### src/rtl/serial_pattern_tx_if.sv
// Control and serial-stream bundle between a controller and serial_pattern_tx.
// The master drives the request side; the slave (transmitter) drives the stream.
interface serial_pattern_tx_if #(
    parameter int WIDTH = 4,
    parameter int REP_W = 4
) ();
    logic             start;
    logic [WIDTH-1:0] data;
    logic [REP_W-1:0] reps;
    logic             abort;
    logic             p1;
    logic             valid;
    logic             busy;
    logic             done;

    modport master (
        output start, data, reps, abort,
        input  p1, valid, busy, done
    );

    modport slave (
        input  start, data, reps, abort,
        output p1, valid, busy, done
    );
endinterface

### src/rtl/serial_pattern_tx.sv
// Repeating MSB-first serial pattern transmitter with optional inter-frame gap.
// All outputs are registered and decoded from the next state.
module serial_pattern_tx #(
    parameter int WIDTH      = 4,
    parameter int REP_W      = 4,
    parameter int GAP_CYCLES = 0
) (
    input  logic               clk,
    input  logic               reset,
    serial_pattern_tx_if.slave bus
);
    localparam int BW = $clog2(WIDTH);

    localparam logic [1:0] S_IDLE  = 2'd0;
    localparam logic [1:0] S_SHIFT = 2'd1;
    localparam logic [1:0] S_GAP   = 2'd2;
    localparam logic [1:0] S_DONE  = 2'd3;

    logic [1:0]       r_state, w_state;
    logic [WIDTH-1:0] r_shift, w_shift;
    logic [WIDTH-1:0] r_pat;
    logic [BW-1:0]    r_bit, w_bit;
    logic [REP_W-1:0] r_frames, w_frames;
    logic             r_p1, r_valid, r_busy, r_done;
    logic             w_accept;
    logic             w_frame_end;
    logic             w_gap_last;

    assign w_accept    = (r_state == S_IDLE) && bus.start && !bus.abort;
    assign w_frame_end = (r_bit == BW'(WIDTH - 1));

    always_comb begin
        w_state  = r_state;
        w_shift  = r_shift;
        w_bit    = r_bit;
        w_frames = r_frames;
        case (r_state)
            S_IDLE: begin
                if (w_accept) begin
                    w_state  = S_SHIFT;
                    w_shift  = bus.data;
                    w_bit    = '0;
                    w_frames = (bus.reps == '0) ? REP_W'(1) : bus.reps;
                end
            end
            S_SHIFT: begin
                if (bus.abort) begin
                    w_state = S_IDLE;
                end else begin
                    w_shift = {r_shift[WIDTH-2:0], 1'b0};
                    w_bit   = r_bit + 1'b1;
                    if (w_frame_end) begin
                        w_bit    = '0;
                        w_frames = r_frames - 1'b1;
                        if (r_frames == REP_W'(1))
                            w_state = S_DONE;
                        else if (GAP_CYCLES > 0)
                            w_state = S_GAP;
                        else
                            w_shift = r_pat;
                    end
                end
            end
            S_GAP: begin
                if (bus.abort) begin
                    w_state = S_IDLE;
                end else if (w_gap_last) begin
                    w_state = S_SHIFT;
                    w_shift = r_pat;
                end
            end
            default: begin
                w_state = S_IDLE;
            end
        endcase
    end

    always_ff @(posedge clk) begin
        if (!reset) begin
            r_state  <= S_IDLE;
            r_shift  <= '0;
            r_pat    <= '0;
            r_bit    <= '0;
            r_frames <= '0;
            r_p1     <= 1'b0;
            r_valid  <= 1'b0;
            r_busy   <= 1'b0;
            r_done   <= 1'b0;
        end else begin
            r_state  <= w_state;
            r_shift  <= w_shift;
            r_bit    <= w_bit;
            r_frames <= w_frames;
            if (w_accept)
                r_pat <= bus.data;
            r_p1    <= (w_state == S_SHIFT) && w_shift[WIDTH-1];
            r_valid <= (w_state == S_SHIFT);
            r_busy  <= (w_state == S_SHIFT) || (w_state == S_GAP);
            r_done  <= (w_state == S_DONE);
        end
    end

    // Gap counter only exists when frames are separated by idle cycles.
    generate
        if (GAP_CYCLES > 0) begin : g_gap
            localparam int GW = $clog2(GAP_CYCLES + 1);
            logic [GW-1:0] r_gap;

            always_ff @(posedge clk) begin
                if (!reset)
                    r_gap <= '0;
                else if (r_state == S_GAP && !bus.abort && !w_gap_last)
                    r_gap <= r_gap + 1'b1;
                else
                    r_gap <= '0;
            end

            assign w_gap_last = (r_gap == GW'(GAP_CYCLES - 1));
        end else begin : g_nogap
            assign w_gap_last = 1'b1;
        end
    endgenerate

    assign bus.p1    = r_p1;
    assign bus.valid = r_valid;
    assign bus.busy  = r_busy;
    assign bus.done  = r_done;
endmodule

### src/flat_wrapper.sv
// flat-port wrapper written by rule: the top's interface ports become plain ports
module serial_pattern_tx_flat 
#(
    parameter int WIDTH      = 4,
    parameter int REP_W      = 4,
    parameter int GAP_CYCLES = 0
)
  (clk, reset, bus_start, bus_data, bus_reps, bus_abort, bus_p1, bus_valid, bus_busy, bus_done);
  serial_pattern_tx_if #(.WIDTH(WIDTH), .REP_W(REP_W)) bus_i ();
  input  logic clk;
  input  logic reset;
  input wire logic [$bits(bus_i.start)-1:0] bus_start;
  input wire logic [$bits(bus_i.data)-1:0] bus_data;
  input wire logic [$bits(bus_i.reps)-1:0] bus_reps;
  input wire logic [$bits(bus_i.abort)-1:0] bus_abort;
  output wire logic [$bits(bus_i.p1)-1:0] bus_p1;
  output wire logic [$bits(bus_i.valid)-1:0] bus_valid;
  output wire logic [$bits(bus_i.busy)-1:0] bus_busy;
  output wire logic [$bits(bus_i.done)-1:0] bus_done;
  assign bus_i.start = bus_start;
  assign bus_i.data = bus_data;
  assign bus_i.reps = bus_reps;
  assign bus_i.abort = bus_abort;
  assign bus_p1 = bus_i.p1;
  assign bus_valid = bus_i.valid;
  assign bus_busy = bus_i.busy;
  assign bus_done = bus_i.done;
  serial_pattern_tx #(.WIDTH(WIDTH), .REP_W(REP_W), .GAP_CYCLES(GAP_CYCLES)) u_core (.clk(clk), .reset(reset), .bus(bus_i));
endmodule
### config.mk
export PLATFORM = sky130hd
export DESIGN_NAME = serial_pattern_tx_flat
export DESIGN_NICKNAME = d
export VERILOG_FILES = /design/src/rtl/serial_pattern_tx_if.sv /design/src/rtl/serial_pattern_tx.sv /design/src/flat_wrapper.sv
export SDC_FILE = /design/constraint.sdc
export NUM_CORES = 1
export LEC_CHECK = 0
export CELL_PAD_IN_SITES_DETAIL_PLACEMENT = 0
export CELL_PAD_IN_SITES_GLOBAL_PLACEMENT = 1
export CORE_MARGIN = 2
export CORE_UTILIZATION = 39
export DETAILED_ROUTE_END_ITERATION = 8
export GPL_ROUTABILITY_DRIVEN = 0
export GPL_TIMING_DRIVEN = 0
export PLACE_DENSITY = 0.87
export SLEW_MARGIN = 0
export SYNTH_ARGS = -nofsm -noshare
export SYNTH_HDL_FRONTEND = slang
export SYNTH_SLANG_ARGS = --single-unit
### constraint.sdc
create_clock -name clk -period 2.5 [get_ports clk]
set_clock_uncertainty 0.2 [all_clocks]
set_input_delay 0.375 -clock clk [delete_from_list [all_inputs] [get_ports clk]]
set_output_delay 0.375 -clock clk [all_outputs]
set_load 0.01 [all_outputs]
== After elaboration in Yosys (flattened, before gate mapping) ==
Index checks and enable logic that the tools add are counted.

* $add $sub $neg: 2
* Equal/unequal tests: 11
* Mux-type cells: 21
* Reductions and logical operators: 12

{| class="wikitable"
|+ Operators with widths
! kind !! number
|-
| $mux 4 || 9
|-
| $mux 2 || 7
|-
| $pmux 4 s3 || 1
|-
| $eq 2x2->1 const B || 4
|-
| $pmux 4 s2 || 1
|-
| $reduce_and 4->1 || 2
|-
| $pmux 2 s3 || 1
|-
| $eq 2x1->1 const B || 2
|-
| $eq 4x1->1 const B || 1
|-
| $logic_not 4->1 || 1
|-
| $ne 2x1->1 const B || 2
|-
| $ne 2x2->1 const B || 2
|-
| $pmux 2 s2 || 1
|-
| $sub 4x1->4 const B || 1
|-
| $logic_and 1x1->1 || 3
|-
| $reduce_and 3->1 || 1
|-
| $reduce_bool 3->1 || 1
|-
| $add 2x1->2 const B || 1
|-
| $logic_not 2->1 || 1
|-
| $reduce_bool 2->1 || 1
|-
| $logic_not 1->1 || 1
|-
| $logic_or 1x1->1 || 1
|-
| $mux 1 || 1
|}

* Register bits: 20
* Input port bits: 12
* Output and inout bits: 4
* Word-level logic and storage cells: 56

== Logic depth before layout (Yosys ltp) ==
Gate-level depths: netlist of the first run.

* Word-level depth: 7
* Gate-level depth with buffers: 9

== Worst setup path before layout of the first run ==
OpenSTA, ideal clock, no wires.

* Kind: flip-flop to flip-flop
* Start point: register u_core.r_frames[1]
* End point: register u_core.r_p1 (netlist: u_core.bus.p1)
* Setup time: 128 ps
* Arrival: 1,575 ps
* Setup slack: 597 ps
* Cell stages (with the launch flop): 10
* Path through: dfxtp_1 > inv_1 > ha_1 > or3b_1 > clkbuf_1 > nor2_1 > inv_1 > ha_1 > and2_1 > a21boi_0

* Word-level cells in the longest chain between the ends: 7
* Elaborated cells between the ends (all ways): 11
* Those cells by class: eq/ne: 2; mux: 8; reduce/logical: 1

{| class="wikitable"
|+ RTL lines
! element !! RTL line !! source
|-
| start, declared || serial_pattern_tx.sv:23 || <nowiki>logic [REP_W-1:0] r_frames, w_frames;</nowiki>
|-
| start signal, assigned || serial_pattern_tx.sv:93 || <nowiki>r_frames <= w_frames;</nowiki>
|-
| $eq 4x1->1 || serial_pattern_tx.sv:55 || <nowiki>if (r_frames == REP_W'(1))</nowiki>
|-
| $mux 2 || serial_pattern_tx.sv:55 ||
|-
| $mux 2 || serial_pattern_tx.sv:52 || <nowiki>if (w_frame_end) begin</nowiki>
|-
| $mux 2 || serial_pattern_tx.sv:47 || <nowiki>if (bus.abort) begin</nowiki>
|-
| $pmux 2 s3 || serial_pattern_tx.sv:37 || <nowiki>case (r_state)</nowiki>
|-
| via u_core.w_state[1] || serial_pattern_tx.sv:19 || <nowiki>logic [1:0] r_state, w_state;</nowiki>
|-
| $eq 2x1->1 || serial_pattern_tx.sv:96 || <nowiki>r_p1 <= (w_state == S_SHIFT) && w_shift[WIDTH-1];</nowiki>
|-
| $logic_and 1x1->1 || serial_pattern_tx.sv:96 ||
|-
| end signal, assigned || serial_pattern_tx.sv:96 ||
|-
| end, declared || serial_pattern_tx.sv:24 || <nowiki>logic r_p1, r_valid, r_busy, r_done;</nowiki>
|}

The timed path passes the listed nets, and every way through them passes these cells. The select of a mux whose other input is x is not followed.
A chain may end at the register's enable or synchronous reset.

== Final worst setup path of the first run ==
* Start point: register u_core.r_frames[0]
* End point: register u_core.r_p1 (netlist: u_core.bus.p1)

Same word-level chain as after synthesis.

==> results.toml, run 1 <==
[die]
die_width_um = 56.3
boundaryPins = 16
die_h_um = 56.3
num_rows = 18
dieArea_um2 = 3170
coreArea_um2 = 2540
start_util_pct = 41.9

[placement]
dp.cells = 165
io_buffers = 14
dp_hpwl_mm = 1.74

[power]
seqPwrFrac_pct = 54.2
comb_power_share_pct = 15.5
switching_share_pct = 25.4
vdd_drop_max_uv = 347
clkPwrFrac_pct = 30.3
cell_internal_pwr_uw = 472
leakagePower_uw = 0.000472
power.density_nw_per_um2 = 495
power.switching_uw = 161

[drt]
dr.pass1.iters = 4
drc = 0
drtAntennaViolNets = 0
viasPerCell = 5.59
via_count = 944
totalWireLength_mm = 2.35
wire_per_inst_um = 13.9
drt_first_iter_violations = 52

[logic_synthesis]
yosys_warnings = 0
syn_area_um2 = 1070
synth_most_common_cell = "dfxtp_1"
synth_flop_cell = "dfxtp_1"
netlist_top_cells_count = "dfxtp_1 (20), inv_1 (8), nor2b_1 (8)"
syn-instance-count = 121
ys_seq_area_share_pct = 37.6
ys_ff_latch = 20
synth_nets = 138
synth_edf_count = 0
synth_top_area_cell = "dfxtp_1"
avgSynthCellArea_um2 = 8.81
synth_top_area_share_pct = 37.6
synthTopCellsByArea = "dfxtp_1 (38%), ha_1 (5.9%), mux2i_1 (4.7%)"
synth-async-reset-ratio_pct = 0
ys_types = 37

[worst_setup_path]
path_max_fanout = 6
cp-start-kind = "flip-flop"
reg2reg_depth = 8
crit_arrival_ps = 2110
required_ps = 2490
critPathCaptureType = "flip-flop"
criticalPathCategory = "reg2reg"

[run]
max_cap_viol_count = 0

[grt]
grt_pass1_vias = 919
met1_usage_pct = 21.7
use_met2_pct = 26.4
grt_max_degree = 12
antenna_found_initial = 0
grt_remaining_overflow = 0
use_met3_pct = 5.30
grt_use_total_pct = 16.4
grt_pass1_wl_mm = 4.15
busiest_layer = "met2"

[sta]
maxSlewHeadroom_pct = 65.2
timing.final.crit_share_pct = 84.7
tightest_slew_ps = 519
setup_violations = 0
rsz0062_at_grt = "false"
hold_viol = 0
min_period_ps = 2120
tns_ps = 0
slew_violations = 0
max_clock_freq_mhz = 473

[final_layout]
n_antenna_cell = 0
multi_input_area_um2 = 601
fillCellCount = 244
finalNetCount = 157
finalNonFillerCells = 169
drive_gt1_share_pct = 7.91
regArea_um2 = 400
synthToLayoutAreaGrowth_pct = 20.1

[clock_network]
htree_levels = 1
clk_pin_slew_ps = 120
cts.sinks = 20
ctsHoldBuffers = 0
clock_latency_ps = 310
ctsResizeCount = 0
postCtsSetupBuffers = 0
clockBufferDepth = 2
cts_tree = "done"
cts_root_buf = "clkbuf_4"
numCtsBuffers = 3

[hold_path]
holdCritPathClass = "in2reg"
holdPathStages = 3

[run_status]
status = "finished, final reports clean"
[power groups by stage]
stage          logic, uW  clock network, uW  registers (uW)
5_1_grt              110                207             345
6_report            98.1                192             343
2_1_floorplan       59.9                  0             348
4_1_cts             98.1                194             343
3_5_place_dp        97.8                  0             350
3_3_place_gp        96.2                  0             350
[cell usage in the layout, fill, tap and decap left out, drive strengths merged]
cell	count
dfxtp	20
clkdlybuf4s50	14
inv	8
nor2b	8
clkbuf	8
o21ai	7
a21oi	6
nand2	5
nor3	5
and2	5
mux2i	5
ha	5
buf	4
a21boi	4
nor2	3
nand3	3
nand4	3
o22ai	3
nor3b	3
nand2b	2
a41oi	2
a31oi	2
or3b	1
a211oi	1
nor4b	1
and4	1
and3b	1
o32a	1
a22o	1
or3	1
a22oi	1
nor4bb	1
o41ai	1
o211ai	1
nor4	1
and3	1
[final timing paths]
kind,start,end,slack [ps]
worst min register to register,u_core.r_frames[1],u_core.r_frames[1],310
worst min-delay path,bus_abort,u_core.r_shift[0],260
worst max register to register,u_core.r_frames[0],u_core.bus.p1,380
worst max-delay path,u_core.r_frames[0],u_core.bus.p1,380
[state kept, by name, summed over array words and instances (netlist names)]
signal            flops
u_core.r_shift        4
u_core.r_frames       4
u_core.r_pat          4
u_core.r_state        2
u_core.bus.busy       1
u_core.bus.p1         1
u_core.bus.valid      1
u_core.bus.done       1
u_core.r_bit          2
[per-stage QoR]
step | area (um2) | setup WS [ps] | total power, uW | utilization, % | hold WS, ps
2_1_floorplan | 1070 | 597 | 408 | - | 254
3_3_place_gp | 1240 | 191 | 446 | 48.9 | 272
3_5_place_dp | 1240 | 145 | 448 | 48.9 | 301
4_1_cts | 1280 | 389 | 635 | 50.3 | 256
5_1_grt | 1280 | 259 | 662 | 50.3 | 296
6_report | 1280 | 384 | 633 | 50.3 | 261
[cell families (layout without fill, tap and decap cells)]
family | Yosys count | after routing | share of synthesized area, %
AO/OA/AOI/OAI | 30 | 30 | 18.7
adder cells (fa/ha/maj) | 5 | 5 | 5.87
buffers and inverters | 16 | 34 | 6.10
flip-flops | 20 | 20 | 37.6
multiplexers | 5 | 5 | 4.70
AND/OR/NAND/NOR | 45 | 45 | 27.1
[cell type report]
type	count	area share, %
buffer	8	2.74
clock buffer	4	2.83
inverter	8	2.35
multi-input combinational	85	46.9
sequential	20	31.3
tap	30	2.93
timing repair buffer	14	10.9
[per-layer routing]
metal / routed length, um / share of wire [%]
met1: 1100 / 47
met2: 1090 / 46
met3: 134 / 5.7
met4: 18 / 0.77
met5: 0 / 0
[worst max-delay path: stages (launching register included)]
cell,delay (ps)
dfxtp_1,410
ha_1,160
or3b_1,340
clkbuf_1,180
nor2_1,210
inv_1,60
ha_1,180
and2_1,140
a21boi_0,120
Note: power is estimated with default switching activity, not from simulation.
==> run 2, diff against run 1 <==
--- a/config.mk
+++ b/config.mk
@@ -8,11 +8,11 @@
 export CELL_PAD_IN_SITES_DETAIL_PLACEMENT = 0
 export CELL_PAD_IN_SITES_GLOBAL_PLACEMENT = 1
 export CORE_MARGIN = 2
-export CORE_UTILIZATION = 39
+export CORE_UTILIZATION = 35
 export DETAILED_ROUTE_END_ITERATION = 8
 export GPL_ROUTABILITY_DRIVEN = 0
 export GPL_TIMING_DRIVEN = 0
-export PLACE_DENSITY = 0.87
+export PLACE_DENSITY = 0.83
 export SLEW_MARGIN = 0
 export SYNTH_ARGS = -nofsm -noshare
 export SYNTH_HDL_FRONTEND = slang
==> constraint.sdc (replaced) <==
create_clock -name clk -period 1.8 [get_ports clk]
set_clock_uncertainty 0.2 [all_clocks]
set_input_delay 0.27 -clock clk [delete_from_list [all_inputs] [get_ports clk]]
set_output_delay 0.27 -clock clk [all_outputs]
set_load 0.01 [all_outputs]
==> run 2 against run 1 <==
Effect of this change: wire length increased by 2.6%; flip-flop and latch count unchanged; fmax increased by 18%; global-route usage decreased by 0.67 points; via count increased by 3.1%; die area increased by 11%; critical path depth unchanged; hold slack got worse by 77 ps; count of clock-buffer cells in the layout decreased by 1; non-clock buffer count increased by 6.
==> results.toml, run 2 (synthesis results as in run 1) <==
[run_status]
status = "finished, final reports clean"

[die]
start_util_pct = 35.8
die_width_um = 59.2
boundaryPins = 16
num_rows = 20
die_h_um = 59.2
coreArea_um2 = 2980
dieArea_um2 = 3500

[worst_setup_path]
cp-start-kind = "flip-flop"
crit_arrival_ps = 1800
critPathCaptureType = "flip-flop"
r2r_slack_ps = 10
path_max_fanout = 3
cp_slowest_stage_delay_ps = 410
reg2reg_depth = 8
cp_common_cell = "inv_2"
required_ps = 1810
crit_path_end = "u_core.bus.p1"
cp_cell_sequence = "inv_2, ha_4, or3b_4, nor2_4, inv_2, ha_2, and2_4, a21boi_1"
critPathLaunch = "u_core.r_frames[1]"
reg2reg_from = "u_core.r_frames[1]"
crit_path_top_delay_cell = "or3b_4"
criticalPathCategory = "reg2reg"
r2r-end = "u_core.bus.p1"

[drt]
drt_first_iter_violations = 22
via_count = 973
drtAntennaViolNets = 0
drc = 0
viasPerCell = 5.47
dr.pass1.iters = 4
totalWireLength_mm = 2.41
wire_per_inst_um = 13.5

[power]
seqPwrFrac_pct = 47.0
leakagePower_uw = 0.000528
cell_internal_pwr_uw = 774
comb_power_share_pct = 15.6
power.switching_uw = 244
power.density_nw_per_um2 = 717
clkPwrFrac_pct = 37.4
switching_share_pct = 23.9
vdd_drop_max_uv = 516

[grt]
grt_use_total_pct = 15.8
grt_pass1_wl_mm = 4.08
grt_remaining_overflow = 0
grt_max_degree = 13
antenna_found_initial = 0
grt_pass1_vias = 905

[sta]
hold_slack_ps = 184
hold_viol = 0
max_clock_freq_mhz = 560
setup_violations = 0
tightest_slew_ps = 491
slew_violations = 0
maxSlewHeadroom_pct = 67.1
min_period_ps = 1790
timing.final.crit_share_pct = 99.3
rsz0062_at_grt = "true"

[final_layout]
largestRegisters = "u_core.r_frames: 4 flops, u_core.r_pat: 4 flops, u_core.r_shift: 4 flops"
drive_gt1_share_pct = 23.4
final_cell_mix = "dfxtp_1 (15), clkdlybuf4s50_1 (13), buf_4 (9)"
fillCellCount = 269
mostFrequentLayoutCell = "dfxtp_1"
synthToLayoutAreaGrowth_pct = 33.2
finalNonFillerCells = 178
n_antenna_cell = 0
finalNetCount = 163

[hold_path]
holdCritPathClass = "in2reg"

[clock_network]
clock_latency_ps = 310
cts_root_buf = "clkbuf_4"
clockBufferDepth = 2
htree_levels = 1
cts.sinks = 20
ctsHoldBuffers = 0
clk_pin_slew_ps = 120
cts_tree = "done"
numCtsBuffers = 3

[run]
max_cap_viol_count = 0

[placement]
dp.cells = 168
dp_hpwl_mm = 1.68
io_buffers = 14
==> run 2: cell types whose count changed in the layout (fill, tap and decap cells not counted), moves of 2 or more <==
cell,previous run,this run
clkbuf_1,4,2
inv_2,0,2
buf_4,0,9
dfxtp_2,0,5
dfxtp_1,20,15
inv_1,8,6
ha_1,5,2
ha_4,0,2
==> run 2: what timing repair did <==
item | CTS | global route
gates resized for setup | 10 | 10
setup buffers | 6 | 3
endpoints found under the setup margin | 8 | 10
pin swaps | 2 | 2
hold endpoints to repair | 0 | 0
==> run 2: how the worst min path moves through the flow <==
stage	depth (start not counted)	end	slack [ps]	startpoint
floorplan	1	u_core.r_pat[2]	200	reset
global placement	2	u_core.r_frames[1]	270	u_core.r_frames[1]
detailed placement	2	u_core.r_frames[1]	280	u_core.r_frames[1]
CTS	3	u_core.r_shift[0]	160	bus_abort
global route	3	u_core.r_shift[0]	180	bus_abort
finish	3	u_core.r_shift[0]	180	bus_abort
==> run 2: cell type report <==
class | count | area, um2 | area share [%]
Buffer | 5 | 22.5 | 1.59
Clock inverter | 1 | 30.0 | 2.11
Timing Repair Buffer | 23 | 210 | 14.8
Tap cell | 33 | 41.3 | 2.91
Inverter | 8 | 30.0 | 2.11
Sequential cell | 20 | 407 | 28.6
Clock buffer | 3 | 22.5 | 1.59
Multi-Input combinational cell | 85 | 657 | 46.3
==> run 2: power groups by stage <==
stage / combinational, uW / sequential [uW] / clock (uW)
floorplan: 83.8 / 484 / 0
global placement: 134 / 486 / 0
detailed placement: 136 / 487 / 0
CTS: 150 / 477 / 389
global route: 177 / 481 / 404
finish: 158 / 478 / 381
==> run 2: stage by stage <==
step	instance area (um2)	worst slack (ps)	total power (uW)	setup TNS (ps)	utilization, %
3_3_place_gp	1250	-432	620	-4360	42.0
4_1_cts	1370	-60.7	1020	-60.7	46.1
6_report	1420	13.2	1020	0	47.7
3_5_place_dp	1250	-493	623	-4930	42.0
5_1_grt	1420	-52.6	1060	-72.3	47.7
2_1_floorplan	1070	-43.0	568	-43.0	-
==> run 2: worst max-delay path: cells and delay by family, from the launching register on <==
| kind | cells | cell delay [ps] |
|---|---|---|
| simple gates | 3 | 650 |
| flops | 1 | 350 |
| fa+ha+maj | 2 | 280 |
| compound gates | 1 | 120 |
| buf+inv | 2 | 110 |
==> run 2: per-layer routing <==
layer / global-route usage, % / vias to the layer above / share of wire (%)
met5: 0 / - / 0
met4: 7.47 / 0 / 1.1
met3: 2.84 / 4 / 5.6
met2: 24.5 / 26 / 48
met1: 21.0 / 457 / 45
li1: - / 486 / -
